===== config.mk =====
export PLATFORM = sky130hd
export DESIGN_NAME = decoder_proj_hamming_tx
export DESIGN_NICKNAME = d
export VERILOG_FILES = /design/src/rtl/decoder_proj_hamming_tx_pkg.sv /design/src/rtl/decoder_proj_sync_fifo.sv /design/src/rtl/decoder_proj_hamming_tx.sv
export SDC_FILE = /design/constraint.sdc
export NUM_CORES = 1
export LEC_CHECK = 0
export CORE_MARGIN = 5
export CORE_UTILIZATION = 55
export DETAILED_ROUTE_END_ITERATION = 10
export DONT_BUFFER_PORTS = 1
export GPL_TIMING_DRIVEN = 0
export HOLD_SLACK_MARGIN = 0.03
export PLACE_DENSITY = 0.7
export REMOVE_ABC_BUFFERS = 1
export SLEW_MARGIN = 20
export SYNTH_ARGS = -nofsm -noshare
export SYNTH_HDL_FRONTEND = slang
export SYNTH_SLANG_ARGS = --single-unit

===== constraint.sdc =====
create_clock -name wb_clk_i -period 5.8 [get_ports wb_clk_i]
set_clock_uncertainty 0.1 [all_clocks]
set_input_delay 1.16 -clock wb_clk_i [delete_from_list [all_inputs] [get_ports wb_clk_i]]
set_output_delay 1.16 -clock wb_clk_i [all_outputs]
set_load 0.01 [all_outputs]

===== src/rtl/decoder_proj_hamming_tx_pkg.sv =====
// Shared definitions for the decoder_proj Hamming(7,4) transmit path:
// FSM states, the default idle code and the encoder function.
package decoder_proj_hamming_tx_pkg;

    typedef enum logic [1:0] {
        IDLE = 2'd0,
        HOLD = 2'd1,
        GAP  = 2'd2
    } tx_state_t;

    localparam logic [6:0] DEFAULT_IDLE_CODE = 7'b0000000;

    // Codeword bit 0 is Hamming position 1: {d3,d2,d1,p4,d0,p2,p1}.
    function automatic logic [6:0] hamming74_encode(input logic [3:0] d);
        logic p1;
        logic p2;
        logic p4;
        p1 = d[0] ^ d[1] ^ d[3];
        p2 = d[0] ^ d[2] ^ d[3];
        p4 = d[1] ^ d[2] ^ d[3];
        return {d[3], d[2], d[1], p4, d[0], p2, p1};
    endfunction

endpackage


===== src/rtl/decoder_proj_sync_fifo.sv =====
// Single-clock FIFO with registered occupancy; full and count come straight
// from the occupancy register, so a same-cycle pop never frees a slot early.
module decoder_proj_sync_fifo #(
    parameter int WIDTH = 4,
    parameter int DEPTH = 4
) (
    input  logic                       clock,
    input  logic                       reset,
    input  logic                       push,
    input  logic                       pop,
    input  logic [WIDTH-1:0]           din,
    output logic [WIDTH-1:0]           dout,
    output logic                       full,
    output logic                       empty,
    output logic [$clog2(DEPTH+1)-1:0] count
);

    localparam int PTR_W = $clog2(DEPTH);
    localparam int CNT_W = $clog2(DEPTH + 1);

    logic [WIDTH-1:0] mem [DEPTH];
    logic [PTR_W-1:0] wr_ptr;
    logic [PTR_W-1:0] rd_ptr;
    logic [CNT_W-1:0] count_q;
    logic             do_push;
    logic             do_pop;

    assign full    = (count_q == CNT_W'(DEPTH));
    assign empty   = (count_q == '0);
    assign count   = count_q;
    assign dout    = mem[rd_ptr];
    assign do_push = push && !full;
    assign do_pop  = pop && !empty;

    always_ff @(posedge clock) begin
        if (reset) begin
            wr_ptr  <= '0;
            rd_ptr  <= '0;
            count_q <= '0;
        end else begin
            if (do_push) begin
                mem[wr_ptr] <= din;
                wr_ptr      <= wr_ptr + 1'b1;
            end
            if (do_pop) begin
                rd_ptr <= rd_ptr + 1'b1;
            end
            case ({do_push, do_pop})
                2'b10:   count_q <= count_q + 1'b1;
                2'b01:   count_q <= count_q - 1'b1;
                default: count_q <= count_q;
            endcase
        end
    end

endmodule


===== src/rtl/decoder_proj_hamming_tx.sv =====
// Buffers nibbles, Hamming(7,4)-encodes them and holds each codeword on
// code_o for HOLD_CYCLES clocks followed by GAP_CYCLES idle clocks.
module decoder_proj_hamming_tx
    import decoder_proj_hamming_tx_pkg::*;
#(
    parameter int         FIFO_DEPTH  = 4,
    parameter int         HOLD_CYCLES = 8,
    parameter int         GAP_CYCLES  = 2,
    parameter logic [6:0] IDLE_CODE   = DEFAULT_IDLE_CODE
) (
    input  logic                            wb_clk_i,
    input  logic                            wb_rst_i,
    input  logic [3:0]                      data_i,
    input  logic                            valid_i,
    output logic                            ready_o,
    output logic [6:0]                      code_o,
    output logic                            code_valid_o,
    output logic                            busy_o,
    output logic [$clog2(FIFO_DEPTH+1)-1:0] count_o
);

    localparam int CNT_MAX = (HOLD_CYCLES > GAP_CYCLES) ? HOLD_CYCLES : GAP_CYCLES;
    localparam int CNT_W   = $clog2(CNT_MAX + 1);
    localparam logic [CNT_W-1:0] HOLD_LOAD = CNT_W'(HOLD_CYCLES - 1);
    localparam logic [CNT_W-1:0] GAP_LOAD  = CNT_W'((GAP_CYCLES > 0) ? GAP_CYCLES - 1 : 0);

    tx_state_t        state_q;
    tx_state_t        state_d;
    logic [CNT_W-1:0] cnt_q;
    logic [CNT_W-1:0] cnt_d;
    logic [6:0]       code_q;
    logic [6:0]       code_d;
    logic             valid_q;
    logic             valid_d;
    logic             load_next;
    logic             fifo_pop;
    logic             fifo_full;
    logic             fifo_empty;
    logic [3:0]       fifo_dout;

    decoder_proj_sync_fifo #(
        .WIDTH (4),
        .DEPTH (FIFO_DEPTH)
    ) u_fifo (
        .clock (wb_clk_i),
        .reset (wb_rst_i),
        .push  (valid_i && ready_o),
        .pop   (fifo_pop),
        .din   (data_i),
        .dout  (fifo_dout),
        .full  (fifo_full),
        .empty (fifo_empty),
        .count (count_o)
    );

    assign ready_o      = !fifo_full;
    assign code_o       = code_q;
    assign code_valid_o = valid_q;
    assign busy_o       = (state_q != IDLE) || !fifo_empty;

    // Every path that starts a new codeword funnels through load_next so
    // IDLE, end-of-GAP and back-to-back HOLD share one pop/encode path.
    always_comb begin
        state_d   = state_q;
        cnt_d     = cnt_q;
        code_d    = code_q;
        valid_d   = valid_q;
        fifo_pop  = 1'b0;
        load_next = 1'b0;
        case (state_q)
            IDLE: load_next = !fifo_empty;
            HOLD: begin
                if (cnt_q != '0) begin
                    cnt_d = cnt_q - 1'b1;
                end else if (GAP_CYCLES > 0) begin
                    state_d = GAP;
                    cnt_d   = GAP_LOAD;
                    code_d  = IDLE_CODE;
                    valid_d = 1'b0;
                end else if (!fifo_empty) begin
                    load_next = 1'b1;
                end else begin
                    state_d = IDLE;
                    code_d  = IDLE_CODE;
                    valid_d = 1'b0;
                end
            end
            GAP: begin
                if (cnt_q != '0) begin
                    cnt_d = cnt_q - 1'b1;
                end else if (!fifo_empty) begin
                    load_next = 1'b1;
                end else begin
                    state_d = IDLE;
                end
            end
            default: begin
                state_d = IDLE;
                code_d  = IDLE_CODE;
                valid_d = 1'b0;
            end
        endcase
        if (load_next) begin
            fifo_pop = 1'b1;
            state_d  = HOLD;
            cnt_d    = HOLD_LOAD;
            code_d   = hamming74_encode(fifo_dout);
            valid_d  = 1'b1;
        end
    end

    always_ff @(posedge wb_clk_i) begin
        if (wb_rst_i) begin
            state_q <= IDLE;
            cnt_q   <= '0;
            code_q  <= IDLE_CODE;
            valid_q <= 1'b0;
        end else begin
            state_q <= state_d;
            cnt_q   <= cnt_d;
            code_q  <= code_d;
            valid_q <= valid_d;
        end
    end

endmodule

---- Word-level counts from Yosys, hierarchy flattened ----
Memories as Yosys holds them, arrays and structs flattened. A register that Yosys moved wholly into a read port is not among the register bits.
Cells that the tools add are included.
operators by class
  add/subtract/negate cells ............... 5
  eq/ne operators ......................... 15
  muxes and demuxes ....................... 25
  bitwise operators ....................... 7
  reductions and logical operators ........ 20
operators by type and width
  cell                 count
  $mux 7               2
  $pmux 7 s2           1
  $ne 3x3->1 const B   4
  $mux 2               5
  $ne 2x2->1 const B   5
  $mux 1               9
  $mux 4               2
  $pmux 4 s2           1
  $reduce_and 4->1     2
  $pmux 2 s3           1
  $pmux 3 s2           1
  $reduce_and 2->1     3
  $reduce_bool 2->1    3
  $xor 1x1->1          6
  $add 2x1->2 const B  2
  $eq 2x1->1 const B   2
  $eq 2x2->1 const B   2
  $pmux 1 s2           2
  $reduce_bool 4->1    1
  $reduce_or 2->1      2
  $sub 4x1->4 const B  1
  $add 3x1->3 const B  1
  $eq 3x3->1 const B   1
  $logic_and 1x1->1    3
  9 further kinds      10
storage, ports and cells
  flip-flop bits (word level) ............. 21
  bits in writable memories ............... 16
  bits of input ports ..................... 7
  output and inout bits ................... 13
  word-level logic and storage cells ...... 82
  memories ................................ 1
memory list
  name        depth  bits a word  rd ports  clocked after memory_dff  wr ports  RTL line                      source
  u_fifo.mem  4      4            1         1                         1         decoder_proj_sync_fifo.sv:21  logic [WIDTH-1:0] mem [DEPTH];

---- Depth between registers and ports, before layout ----
  depth in word-level cells ............... 8
  gate-level depth with buffers ........... 10
  gate-level depth less buffers ........... 9

---- Hierarchy ----
Synthesis repeated with hierarchy kept, for this count alone.
second synthesis, totals
  cells, all modules ...................... 153
  area, all modules ....................... 1762.9 um^2
by module, submodules not included
  module                   instances  cells an instance  area an instance (um^2)  seq. area each (um^2)
  decoder_proj_sync_fifo   1          74                 1061.0                   660.6
  decoder_proj_hamming_tx  1          79                 701.9                    280.3

---- Worst setup path before layout ----
No wires, ideal clock.
  kind .................................... input-to-reg
  start point ............................. input port valid_i
  end point ............................... register u_fifo.count_q[2] (netlist: u_fifo.count[2])
  setup time .............................. 0.071 ns
  arrival time ............................ 2.412 ns
  data required time ...................... 5.629 ns
  setup slack ............................. 3.218 ns
  stages .................................. 6
  buffers on the path ..................... 0
  path through ............................ nand2_1 > ha_1 > fa_1 > xnor2_1 > or3_1 > a21oi_1
between the ends
  longest elaborated chain between the ends .. 4
  elaborated cells on any way between the ends .. 6
  those cells by class .................... eq/ne (2); mux (1); reduce/logical (3)
RTL lines
  what                                                    RTL line                       source
  from (decl)                                             decoder_proj_hamming_tx.sv:14  input logic valid_i,
  $logic_and 1x1->1 *                                     decoder_proj_hamming_tx.sv:47  .push (valid_i && ready_o),
  $logic_and 1x1->1 *                                     decoder_proj_sync_fifo.sv:32   assign do_push = push && !full;
  $eq 2x1->1 / $eq 2x2->1 (equally long branches)         decoder_proj_sync_fifo.sv:48   case ({do_push, do_pop})
  $pmux 3 s2 / $reduce_bool 2->1 (equally long branches)  --
  to (signal assigned)                                    decoder_proj_sync_fifo.sv:49   2'b10: count_q <= count_q + 1'b1;
  to (signal assigned)                                    decoder_proj_sync_fifo.sv:50   2'b01: count_q <= count_q - 1'b1;
  to (signal assigned)                                    decoder_proj_sync_fifo.sv:51   default: count_q <= count_q;
  to (decl)                                               decoder_proj_sync_fifo.sv:24   logic [CNT_W-1:0] count_q;
Mark *: on every way between the ends. The rest lies on a longest branch, timed or not.
A chain may end at the register's enable or synchronous reset.

---- Worst setup path after layout ----
  start point ............................. register cnt_q[1]
  end point ............................... register u_fifo.count_q[2] (netlist: u_fifo.count[2])
between the ends
  longest elaborated chain between the ends .. 7
  elaborated cells on any way between the ends .. 9
  those cells by class .................... eq/ne (2); mux (4); reduce/logical (3)
RTL lines
  what                                                    RTL line                                                      source
  from (decl)                                             decoder_proj_hamming_tx.sv:29                                 logic [CNT_W-1:0] cnt_q;
  from (signal assigned)                                  decoder_proj_hamming_tx.sv:120                                cnt_q <= cnt_d;
  $reduce_bool 4->1 *                                     decoder_proj_hamming_tx.sv:73, decoder_proj_hamming_tx.sv:89
  $mux 1 *                                                decoder_proj_hamming_tx.sv:89                                 if (cnt_q != '0) begin
  $pmux 1 s2 *                                            decoder_proj_hamming_tx.sv:70                                 case (state_q)
  $mux 1 *                                                decoder_proj_hamming_tx.sv:103                                if (load_next) begin
  $logic_and 1x1->1 *                                     decoder_proj_sync_fifo.sv:33                                  assign do_pop = pop && !empty;
  $eq 2x1->1 / $eq 2x2->1 (equally long branches)         decoder_proj_sync_fifo.sv:48
  $pmux 3 s2 / $reduce_bool 2->1 (equally long branches)  --
Marks and branches as above.

==> metrics <==
run status=completed; yosys warns=0; leakage dissipation=0.664 nW; Top Ports=20; sequential cell area=941 um2; Final Critical Period=2860 ps; crit end category=register; maximum number of pins on one net before global-route repair=24; Core ar.=3030 um2; Die Span Y=66.0 um; post_cts resized=0; Worst setup SP type=register; CTS tree=done; # setup viols final=0; clock latency on the worst-skew pair=340 ps; max-slew violation total from the final report=0; net switching power of the design=0.342 mW; critical path fanouts, max=13; flip-flop and latch count after synthesis=39; least setup slack across all paths after layout=2940 ps; post-detail-place hpwl=2080 um; worst min-delay path category=reg -> reg; number of filler instances in the final layout=241; required time reported for the critical path endpoint=5980 ps; number of flops mapped to enable cells by yosys=16; number of buffers inserted for hold repair after clock tree synthesis=0; distinct cell type count after synthesis=34; std cell rows=20; number of placed cells counting well taps=187; # clock sinks=39; worst slack at placement=2970 ps; total placed instance area=1740 um2; internal cell power=0.641 mW; number of cells in the finished layout apart from fillers=195; switching fraction of total power=34.8%; Syn-to-layout area delta=6.60%; root buf cell=sky130_fd_sc_hd__clkbuf_4; total routing resource utilization after global routing=14.6%; ys flop type=sky130_fd_sc_hd__dfxtp_1; Overflow after GRT=0; initial core utilization=56.9%; Final Total Pwr=0.983 mW; Final Cycle Share=49.3%; cell area after synthesis=1720 um2; Vias per Instance=5.51; synthesized instance count=149; final design instance area without fill=1840 um2; number of antenna violations at the first check in global routing=0; transition time of the tightest slew-check pin=685 ps; total number of nets in the final design=164; Max Clk Rate=350 MHz; Avg Inst Size Synth=11.6 um2; combined area of the multi-input logic cells=722 um2; port bufs=0; worst path arrival time=3030 ps; vias=1074; clock slew at reported path FFs=120 ps; area of the die=4350 um2; last weighted congestion value of the routability-driven placer=0.759; relative contribution of the clock network to total power=22.2%; number of hold violations in the final report=0; total clock buffers created by CTS=5; share of cells above drive strength 1=9.93%; final core occ=60.7%; tightest hold margin=409 ps; global-route wire length before repair=4760 um; ANT nets after route=0; crit path kind=reg -> reg; Max-Cap Viols=0; Pre-Repair DR Iteration Count=4; count of H-tree levels built during CTS=2; portion of total power attributed to sequential cells=42.7%; power density cells=535 nW/um2; setup repair after global routing missed its margin=false; combinational group share of total power=35.1%; average wire per cell in the routed design=14.4 um; drt first-iter violations=64; number of global-route vias before repair=1100; number of DRC violations after detailed routing=0; total inserted antenna cells=0; Total Routed Length=2810 um; Die Wd=66.0 um; Post-CTS Setup Repair Bufs=0; worst slew margin relative to its limit=54.0%; part of the Yosys area used for sequential elements=54.6%; maximum vdd ir drop=0.363 mV; Max Buffers Root-to-Sink=2; post-route setup TNS=0 ps; Async S/R FF share, synth=0%
==> cell type report <==
| type | instances | area share [%] |
|---|---|---|
| clock buffer | 6 | 2.25 |
| clock inverter | 2 | 3.27 |
| multi-input combinational | 99 | 39.3 |
| sequential | 39 | 51.2 |
| inverter | 5 | 1.02 |
| tap | 44 | 3.00 |
==> placed cells by master, fill, tap and decap left out, drive strengths merged, types with 2 or more instances in the layout <==
master,synthesis,layout
dfxtp,23,23
nor2,19,19
edfxtp,16,16
nand2,11,11
a21oi,8,8
xnor2,8,8
a22oi,7,7
ha,6,6
clkbuf,2,6
inv,5,5
and2,5,5
o21ai,5,5
nor3,4,4
xor2,4,4
mux4,4,4
or3,2,2
nor2b,2,2
a31oi,2,2
nor3b,2,2
bufinv,0,2
or3b,2,2
==> routing by layer <==
metal / share of wire [%] / GRT usage [%]
met1: 39 / 15.2
met5: 0 / 0
met4: 0.75 / 5.33
met2: 52 / 26.0
met3: 8.6 / 5.95
==> cell families (layout without fill, tap and decap cells) <==
kind of cell	Yosys count	after routing	share of synthesized area (%)
simple gates	48	48	13.3
flops	39	39	54.6
compound gates	27	27	10.7
xor+xnor	12	12	6.53
buf+inv	11	13	3.56
fa+ha+maj	7	7	5.52
mux	5	5	5.81
==> worst max-delay path, cell delays in order (launching register included) <==
cell and delay [ps]:
sky130_fd_sc_hd__dfxtp_1 340, sky130_fd_sc_hd__inv_1 100, sky130_fd_sc_hd__ha_1 200, sky130_fd_sc_hd__or3b_4 430, sky130_fd_sc_hd__a211oi_4 590, sky130_fd_sc_hd__ha_1 320
sky130_fd_sc_hd__fa_1 200, sky130_fd_sc_hd__xnor2_1 70, sky130_fd_sc_hd__or3_1 300, sky130_fd_sc_hd__a21oi_1 130
==> synth_stat cells, types with 4 or more instances <==
cell type | n | area, um2
sky130_fd_sc_hd__nor2_1 | 19 | 71.3
sky130_fd_sc_hd__xnor2_1 | 7 | 61.3
sky130_fd_sc_hd__xor2_1 | 4 | 35.0
sky130_fd_sc_hd__o21ai_0 | 4 | 20.0
sky130_fd_sc_hd__inv_1 | 5 | 18.8
sky130_fd_sc_hd__nand2_1 | 11 | 41.3
sky130_fd_sc_hd__nor3_1 | 4 | 20.0
sky130_fd_sc_hd__mux4_2 | 4 | 90.1
sky130_fd_sc_hd__edfxtp_1 | 16 | 480
sky130_fd_sc_hd__ha_1 | 6 | 75.1
sky130_fd_sc_hd__a21oi_1 | 8 | 40.0
sky130_fd_sc_hd__and2_1 | 5 | 31.3
sky130_fd_sc_hd__dfxtp_1 | 23 | 460
sky130_fd_sc_hd__a22oi_1 | 7 | 52.6
==> flip-flops by register name (all words and copies together), names as in the netlist, named ones only <==
signal         count
u_fifo.mem        16
code_o             7
cnt_q              4
u_fifo.count       3
state_q            2
u_fifo.rd_ptr      2
u_fifo.wr_ptr      2
code_valid_o       1
==> power by group through the flow <==
stage / registers, mW / clock network [mW] / logic, mW
detailed placement: 0.428 / 0 / 0.344
global route: 0.432 / 0.236 / 0.390
global placement: 0.423 / 0 / 0.328
floorplan: 0.410 / 0 / 0.293
CTS: 0.421 / 0.221 / 0.348
finish: 0.420 / 0.218 / 0.345
==> path summary, 6_finish.rpt <==
check	slack (ps)	depth (start not counted)	to	start
max	2940	9	u_fifo.count[2]$_SDFFE_PP0P_	cnt_q[1]$_SDFFE_PP0P_
min	410	2	u_fifo.wr_ptr[1]$_SDFFE_PP0N_	u_fifo.wr_ptr[1]$_SDFFE_PP0N_
max reg2reg	2940	9	u_fifo.count[2]$_SDFFE_PP0P_	cnt_q[1]$_SDFFE_PP0P_
min reg2reg	410	2	u_fifo.wr_ptr[1]$_SDFFE_PP0N_	u_fifo.wr_ptr[1]$_SDFFE_PP0N_
Power figures use the tool's default switching activity.
